### src/rtl/issue_sched_if.sv
// Fetch-to-decode issue bus for issue_sched: fetched pair, hazard controls and issue slots.
interface issue_sched_if #(
   parameter int unsigned INST_W = 32,
   parameter int unsigned ADDR_W = 7
);
   logic              fe_valid;
   logic              fe_ready;
   logic [INST_W-1:0] fe_inst0;
   logic [INST_W-1:0] fe_inst1;
   logic              fe_pipe0;
   logic              fe_pipe1;
   logic              fe_wr0;
   logic [ADDR_W-1:0] fe_rt0;
   logic [ADDR_W-1:0] fe_ra1;
   logic [ADDR_W-1:0] fe_rb1;
   logic [ADDR_W-1:0] fe_rc1;
   logic [2:0]        fe_src1_vld;
   logic              dep_stall;
   logic              flush;
   logic [INST_W-1:0] iss_inst_ep;
   logic [INST_W-1:0] iss_inst_op;
   logic              iss_vld_ep;
   logic              iss_vld_op;

   // Fetch/control side: drives the pair and hazard controls, observes issue slots.
   modport master (
      output fe_valid, fe_inst0, fe_inst1, fe_pipe0, fe_pipe1, fe_wr0,
             fe_rt0, fe_ra1, fe_rb1, fe_rc1, fe_src1_vld, dep_stall, flush,
      input  fe_ready, iss_inst_ep, iss_inst_op, iss_vld_ep, iss_vld_op
   );

   // Scheduler side.
   modport slave (
      input  fe_valid, fe_inst0, fe_inst1, fe_pipe0, fe_pipe1, fe_wr0,
             fe_rt0, fe_ra1, fe_rb1, fe_rc1, fe_src1_vld, dep_stall, flush,
      output fe_ready, iss_inst_ep, iss_inst_op, iss_vld_ep, iss_vld_op
   );
endinterface

### src/rtl/issue_sched.sv
// Dual-issue scheduler between fetch and decode: buffers one pair, steers each
// instruction to the even/odd pipe, splits on pipe conflict or intra-pair RAW.
// Optional feature macro: ISSUE_STATS_EN (adds saturating issue/stall counters).
module issue_sched #(
   parameter int unsigned       INST_W = 32,
   parameter int unsigned       ADDR_W = 7,
   parameter logic [INST_W-1:0] NOP_EP = INST_W'(32'h4020_0000),
   parameter logic [INST_W-1:0] NOP_OP = INST_W'(32'h0020_0000)
`ifdef ISSUE_STATS_EN
   , parameter int unsigned     CNT_W  = 32
`endif
) (
   input  logic               clk,
   input  logic               rst,
   issue_sched_if.slave       bus
`ifdef ISSUE_STATS_EN
   , output logic [CNT_W-1:0] stat_dual
   , output logic [CNT_W-1:0] stat_single
   , output logic [CNT_W-1:0] stat_stall
`endif
);

   typedef enum logic [1:0] {
      S_EMPTY  = 2'd0,
      S_PAIR   = 2'd1,
      S_SECOND = 2'd2
   } state_t;

   state_t            state_q, state_d;
   logic [INST_W-1:0] inst0_q, inst0_d;
   logic [INST_W-1:0] inst1_q, inst1_d;
   logic              pipe0_q, pipe0_d;
   logic              pipe1_q, pipe1_d;
   logic              split_q, split_d;
   logic [INST_W-1:0] ep_q, ep_d;
   logic [INST_W-1:0] op_q, op_d;
   logic              vep_q, vep_d;
   logic              vop_q, vop_d;

   logic [ADDR_W-1:0] rt0_c;
   logic              raw_c;
   logic              split_c;
   logic              last_c;
   logic              fe_ready_c;
   logic              accept_c;
   logic              load_c;

   // Split decision for the incoming pair: same pipe class or inst1 reads inst0's rt.
   always_comb begin
      rt0_c   = bus.fe_rt0;
      raw_c   = bus.fe_wr0 & ((bus.fe_src1_vld[2] & (bus.fe_ra1 == rt0_c)) |
                              (bus.fe_src1_vld[1] & (bus.fe_rb1 == rt0_c)) |
                              (bus.fe_src1_vld[0] & (bus.fe_rc1 == rt0_c)));
      split_c = (bus.fe_pipe0 == bus.fe_pipe1) | raw_c;
   end

   // Handshake: a pair is taken when nothing remains pending after this cycle's issue.
   always_comb begin
      last_c     = (state_q == S_SECOND) | ((state_q == S_PAIR) & ~split_q);
      fe_ready_c = rst & ~bus.flush & ~bus.dep_stall & ((state_q == S_EMPTY) | last_c);
      accept_c   = bus.fe_valid & fe_ready_c;
      load_c     = ~bus.flush & ~bus.dep_stall;
   end

   // Next-state, buffer and issue-slot computation.
   always_comb begin
      state_d = state_q;
      inst0_d = inst0_q;
      inst1_d = inst1_q;
      pipe0_d = pipe0_q;
      pipe1_d = pipe1_q;
      split_d = split_q;
      ep_d    = ep_q;
      op_d    = op_q;
      vep_d   = vep_q;
      vop_d   = vop_q;

      if (bus.flush) begin
         state_d = S_EMPTY;
         ep_d    = NOP_EP;
         op_d    = NOP_OP;
         vep_d   = 1'b0;
         vop_d   = 1'b0;
      end else if (!bus.dep_stall) begin
         ep_d  = NOP_EP;
         op_d  = NOP_OP;
         vep_d = 1'b0;
         vop_d = 1'b0;
         case (state_q)
            S_PAIR: begin
               if (split_q) begin
                  if (pipe0_q) begin
                     op_d  = inst0_q;
                     vop_d = 1'b1;
                  end else begin
                     ep_d  = inst0_q;
                     vep_d = 1'b1;
                  end
               end else begin
                  ep_d  = pipe0_q ? inst1_q : inst0_q;
                  op_d  = pipe0_q ? inst0_q : inst1_q;
                  vep_d = 1'b1;
                  vop_d = 1'b1;
               end
            end
            S_SECOND: begin
               if (pipe1_q) begin
                  op_d  = inst1_q;
                  vop_d = 1'b1;
               end else begin
                  ep_d  = inst1_q;
                  vep_d = 1'b1;
               end
            end
            default: ;
         endcase

         if ((state_q == S_PAIR) && split_q) begin
            state_d = S_SECOND;
         end else begin
            state_d = accept_c ? S_PAIR : S_EMPTY;
         end

         if (accept_c) begin
            inst0_d = bus.fe_inst0;
            inst1_d = bus.fe_inst1;
            pipe0_d = bus.fe_pipe0;
            pipe1_d = bus.fe_pipe1;
            split_d = split_c;
         end
      end
   end

   // State, buffer and issue registers.
   always_ff @(posedge clk or negedge rst) begin
      if (!rst) begin
         state_q <= S_EMPTY;
         inst0_q <= '0;
         inst1_q <= '0;
         pipe0_q <= 1'b0;
         pipe1_q <= 1'b0;
         split_q <= 1'b0;
         ep_q    <= NOP_EP;
         op_q    <= NOP_OP;
         vep_q   <= 1'b0;
         vop_q   <= 1'b0;
      end else begin
         state_q <= state_d;
         inst0_q <= inst0_d;
         inst1_q <= inst1_d;
         pipe0_q <= pipe0_d;
         pipe1_q <= pipe1_d;
         split_q <= split_d;
         ep_q    <= ep_d;
         op_q    <= op_d;
         vep_q   <= vep_d;
         vop_q   <= vop_d;
      end
   end

   assign bus.fe_ready    = fe_ready_c;
   assign bus.iss_inst_ep = ep_q;
   assign bus.iss_inst_op = op_q;
   assign bus.iss_vld_ep  = vep_q;
   assign bus.iss_vld_op  = vop_q;

`ifdef ISSUE_STATS_EN
   logic [CNT_W-1:0] dual_q, dual_d;
   logic [CNT_W-1:0] single_q, single_d;
   logic [CNT_W-1:0] stall_q, stall_d;

   // Saturating counters keyed on what the issue registers load this edge.
   always_comb begin
      dual_d   = dual_q;
      single_d = single_q;
      stall_d  = stall_q;
      if (load_c && vep_d && vop_d && !(&dual_q)) begin
         dual_d = dual_q + CNT_W'(1);
      end
      if (load_c && (vep_d ^ vop_d) && !(&single_q)) begin
         single_d = single_q + CNT_W'(1);
      end
      if (bus.dep_stall && !(&stall_q)) begin
         stall_d = stall_q + CNT_W'(1);
      end
   end

   // Counter registers.
   always_ff @(posedge clk or negedge rst) begin
      if (!rst) begin
         dual_q   <= '0;
         single_q <= '0;
         stall_q  <= '0;
      end else begin
         dual_q   <= dual_d;
         single_q <= single_d;
         stall_q  <= stall_d;
      end
   end

   assign stat_dual   = dual_q;
   assign stat_single = single_q;
   assign stat_stall  = stall_q;
`endif

endmodule

### src/flat_wrapper.sv
// flat-port wrapper written by rule: the top's interface ports become plain ports
module issue_sched_flat 
#(
   parameter int unsigned       INST_W = 32,
   parameter int unsigned       ADDR_W = 7,
   parameter logic [INST_W-1:0] NOP_EP = INST_W'(32'h4020_0000),
   parameter logic [INST_W-1:0] NOP_OP = INST_W'(32'h0020_0000)

)
  (clk, rst, bus_fe_valid, bus_fe_inst0, bus_fe_inst1, bus_fe_pipe0, bus_fe_pipe1, bus_fe_wr0, bus_fe_rt0, bus_fe_ra1, bus_fe_rb1, bus_fe_rc1, bus_fe_src1_vld, bus_dep_stall, bus_flush, bus_fe_ready, bus_iss_inst_ep, bus_iss_inst_op, bus_iss_vld_ep, bus_iss_vld_op);
  issue_sched_if #(.INST_W(INST_W), .ADDR_W(ADDR_W)) bus_i ();
  input  logic clk;
  input  logic rst;
  input wire logic [$bits(bus_i.fe_valid)-1:0] bus_fe_valid;
  input wire logic [$bits(bus_i.fe_inst0)-1:0] bus_fe_inst0;
  input wire logic [$bits(bus_i.fe_inst1)-1:0] bus_fe_inst1;
  input wire logic [$bits(bus_i.fe_pipe0)-1:0] bus_fe_pipe0;
  input wire logic [$bits(bus_i.fe_pipe1)-1:0] bus_fe_pipe1;
  input wire logic [$bits(bus_i.fe_wr0)-1:0] bus_fe_wr0;
  input wire logic [$bits(bus_i.fe_rt0)-1:0] bus_fe_rt0;
  input wire logic [$bits(bus_i.fe_ra1)-1:0] bus_fe_ra1;
  input wire logic [$bits(bus_i.fe_rb1)-1:0] bus_fe_rb1;
  input wire logic [$bits(bus_i.fe_rc1)-1:0] bus_fe_rc1;
  input wire logic [$bits(bus_i.fe_src1_vld)-1:0] bus_fe_src1_vld;
  input wire logic [$bits(bus_i.dep_stall)-1:0] bus_dep_stall;
  input wire logic [$bits(bus_i.flush)-1:0] bus_flush;
  output wire logic [$bits(bus_i.fe_ready)-1:0] bus_fe_ready;
  output wire logic [$bits(bus_i.iss_inst_ep)-1:0] bus_iss_inst_ep;
  output wire logic [$bits(bus_i.iss_inst_op)-1:0] bus_iss_inst_op;
  output wire logic [$bits(bus_i.iss_vld_ep)-1:0] bus_iss_vld_ep;
  output wire logic [$bits(bus_i.iss_vld_op)-1:0] bus_iss_vld_op;
  assign bus_i.fe_valid = bus_fe_valid;
  assign bus_i.fe_inst0 = bus_fe_inst0;
  assign bus_i.fe_inst1 = bus_fe_inst1;
  assign bus_i.fe_pipe0 = bus_fe_pipe0;
  assign bus_i.fe_pipe1 = bus_fe_pipe1;
  assign bus_i.fe_wr0 = bus_fe_wr0;
  assign bus_i.fe_rt0 = bus_fe_rt0;
  assign bus_i.fe_ra1 = bus_fe_ra1;
  assign bus_i.fe_rb1 = bus_fe_rb1;
  assign bus_i.fe_rc1 = bus_fe_rc1;
  assign bus_i.fe_src1_vld = bus_fe_src1_vld;
  assign bus_i.dep_stall = bus_dep_stall;
  assign bus_i.flush = bus_flush;
  assign bus_fe_ready = bus_i.fe_ready;
  assign bus_iss_inst_ep = bus_i.iss_inst_ep;
  assign bus_iss_inst_op = bus_i.iss_inst_op;
  assign bus_iss_vld_ep = bus_i.iss_vld_ep;
  assign bus_iss_vld_op = bus_i.iss_vld_op;
  issue_sched #(.INST_W(INST_W), .ADDR_W(ADDR_W), .NOP_EP(NOP_EP), .NOP_OP(NOP_OP)) u_core (.clk(clk), .rst(rst), .bus(bus_i));
endmodule
### config.mk
export PLATFORM = sky130hd
export DESIGN_NAME = issue_sched_flat
export DESIGN_NICKNAME = d
export VERILOG_FILES = /design/src/rtl/issue_sched_if.sv /design/src/rtl/issue_sched.sv /design/src/flat_wrapper.sv
export SDC_FILE = /design/constraint.sdc
export NUM_CORES = 1
export LEC_CHECK = 0
export ABC_CLOCK_PERIOD_IN_PS = 2550
export CORE_ASPECT_RATIO = 0.5
export CORE_MARGIN = 3
export CORE_UTILIZATION = 48
export DETAILED_ROUTE_END_ITERATION = 10
export PLACE_DENSITY = 0.82
export REMOVE_ABC_BUFFERS = 1
export SLEW_MARGIN = 5
export SYNTH_ARGS = -nofsm -noshare
export SYNTH_HDL_FRONTEND = slang
export SYNTH_SLANG_ARGS = --single-unit
### constraint.sdc
create_clock -name clk -period 2.55 [get_ports clk]
set_input_delay 0.51 -clock clk [delete_from_list [all_inputs] [get_ports clk]]
set_output_delay 0.51 -clock clk [all_outputs]
set_load 0.005 [all_outputs]
==> summary.md <==
| Metric | Value |
|---|---|
| Outcome | completed |
| Seq/Total Area, Yosys | 0.570 |
| Power density cells | 676 nW/um2 |
| Worst-Margin Slew | 877 ps |
| Crit path arrival time | 1950 ps |
| Largest net degree at the start of global routing | 71 |
| Ys Warns | 0 |
| Reg2reg end | u_core.bus.iss_inst_ep[0] |
| Max-slew violation count | 0 |
| Clk sink count | 135 |
| First-pass GRT wire length | 25,100 um |
| Layout Nets | 781 |
| Io pins | 170 |
| WL per Instance | 18.0 um |
| Post-synthesis cell area | 5930 um2 |
| Count of final hold-check violations | 0 |
| Post-route ant nets | 0 |
| Initial antenna violation count | 0 |
| Number of synthesized register bits | 135 |
| FF-to-FF path depth | 6 |
| DR iter-0 viols | 418 |
| Via count | 4,686 |
| Detailed Place HPWL | 10,100 um |
| Post-CTS setup buffer count | 0 |
| Post-synth top area share | 0.557 |
| RePlAce Congestion | 0.752 |
| Number of global-route vias before repair | 4,948 |
| TNS Setup | 0 ps |
| Hold WC Path Type | in -> async |
| Die Area | 13,800 um2 |
| Starting Density | 0.515 |
| Max_cap viols | 0 |
| Total GRT Usage | 0.229 |
| GR Overflow Total | 0 |
| Ys flop type | dfrtp_1 |
| # setup viols final | 0 |
| Syn_area_per_cell | 11.7 um2 |
| Syn Inst Count | 508 |
| Root Buffer | clkbuf_16 |
| Period Utilization, post-route | 0.966 |
| Commonest non-fill, non-tap cells in the layout | clkdlybuf4s50_1, dfrtp_1, nand2_1, o21ai_0, mux2_2 |
| CP Max Fanout | 10 |
| Hold WS | 127 ps |
| Slew headroom | 0.415 |
| Post_cts resized | 2 |
| Hold_buf cts | 0 |
| CTS buffer count | 17 |
| Post-synth top area cell | dfrtp_1 |
| EDFF count, synth | 0 |
| Commonest non-fill, non-tap cell in the layout | clkdlybuf4s50_1 |
| Leak | 3.33 nW |
| Maximum vdd drop | 0.455 mV |
| Drt via density | 5.53 |
| Number of port buffers | 169 |
| Synth unique cells | 33 |
| Top area cells in the synthesized netlist | dfrtp_1, mux2_2, a22oi_1 |
| Fill count | 798 |
| CTS tree | yes |
| Row count | 27 |
| Ys async rst share | 1.00 |
| Worst r2r src | u_core.state_q[0] |
| Synth-to-layout area growth | 41.9% |
| Die W | 163 um |
| Die Ht | 84.6 um |
| Peak Freq | 406 MHz |
| Drt drc | 0 |
| H-tree levels | 4 |
| Final wirelength | 15,300 um |
| Worst skew pair latency | 410 ps |
| R2R setup slack | 350 ps |
| Share of post-route cells with drive strength above 1 | 0.188 |
| Core ar. | 11,500 um2 |
| Worst-path clk slew | 60 ps |
| Drt pass-1 iters | 5 |
| Crit start category | flip-flop |
| Crit path kind | reg -> out |
| Clk buf depth | 2 |
| Period minus WS final | 2460 ps |
| RSZ-0062 raised after global routing | false |
| Diodes inserted | 0 |
| Fin Clk Skew | 7.26 ps |
| Setup crit end kind | output pin |
| WP data required | 2040 ps |
[synthesized netlist by cell type, drive strengths merged, types with 4 or more instances]
| cell type | n |
|---|---|
| inv | 4 |
| nand4 | 6 |
| a22oi | 62 |
| buf | 9 |
| mux2 | 66 |
| nand2 | 70 |
| a21oi | 5 |
| nor2 | 13 |
| xnor2 | 21 |
| clkbuf | 27 |
| o21ai | 67 |
| dfrtp | 132 |
[power breakdown]
part	total (mW)	switching, mW	internal [mW]
Sequential	2.61	0.214	2.40
Combinational	0.642	0.239	0.403
Clock	2.43	0.964	1.47
Total	5.69	1.42	4.27
[metal layers]
metal,share of wire,vias up,GRT usage
li1,-,2155,-
met4,0.019,0,0.0837
met2,0.53,150,0.410
met3,0.049,26,0.0458
met1,0.41,2355,0.277
met5,0,-,0
[how the worst max path moves through the flow]
stage               cells past startpoint                         to         startpoint  slack (ps)
floorplan                               7             u_core.split_q  u_core.state_q[1]       -1350
global placement                        5         u_core.inst0_q[24]          bus_flush         260
detailed placement                      6  u_core.bus.iss_inst_ep[7]  u_core.state_q[1]          40
CTS                                     5               bus_fe_ready  u_core.state_q[0]          60
global route                            5               bus_fe_ready  u_core.state_q[0]           3
finish                                  5               bus_fe_ready  u_core.state_q[1]          90
[layout make-up]
type	instances	area, um2	area share
timing repair buffer	184	1870	0.222
inverter	4	15.0	0.00178
sequential	135	3380	0.402
multi-input combinational	333	2360	0.281
clock buffer	18	439	0.0522
tap	159	199	0.0236
clock inverter	14	151	0.0180
[kinds of logic after synthesis]
kind of cell | count (synthesis) | synth area share
AND/OR/NAND/NOR | 98 | 0.0709
buffers and inverters | 40 | 0.0348
flip-flops | 135 | 0.570
XOR/XNOR | 22 | 0.0325
multiplexers | 66 | 0.125
AO/OA/AOI/OAI | 144 | 0.160
adder cells (fa/ha/maj) | 3 | 0.00633
[metrics by stage]
step                instance area [um2]  total power [mW]   util  setup WS, ps  std cells
floorplan                          5740              2.92      -         -1350        472
detailed placement                 7820              3.28  0.679          42.4        815
CTS                                8420              5.70  0.731          65.0        847
global route                       8420              5.90  0.731          3.38        847
global placement                   7820              3.24  0.679           256        815
finish                             8420              5.69  0.731          86.3        847
[registers in the layout, summed over array words and instances (netlist names), 2 cells and up]
name,cells
u_core.state_q,2
u_core.inst1_q,32
u_core.bus.iss_inst_op,32
u_core.inst0_q,32
u_core.bus.iss_inst_ep,32
[worst max-delay path: stages, from the launching register on]
cell and delay, ps:
dfrtp_1 400, inv_1 90, ha_2 300, nand2b_4 100
a21oi_1 140, clkdlybuf4s50_1 520
Power figures use the tool's default switching activity.
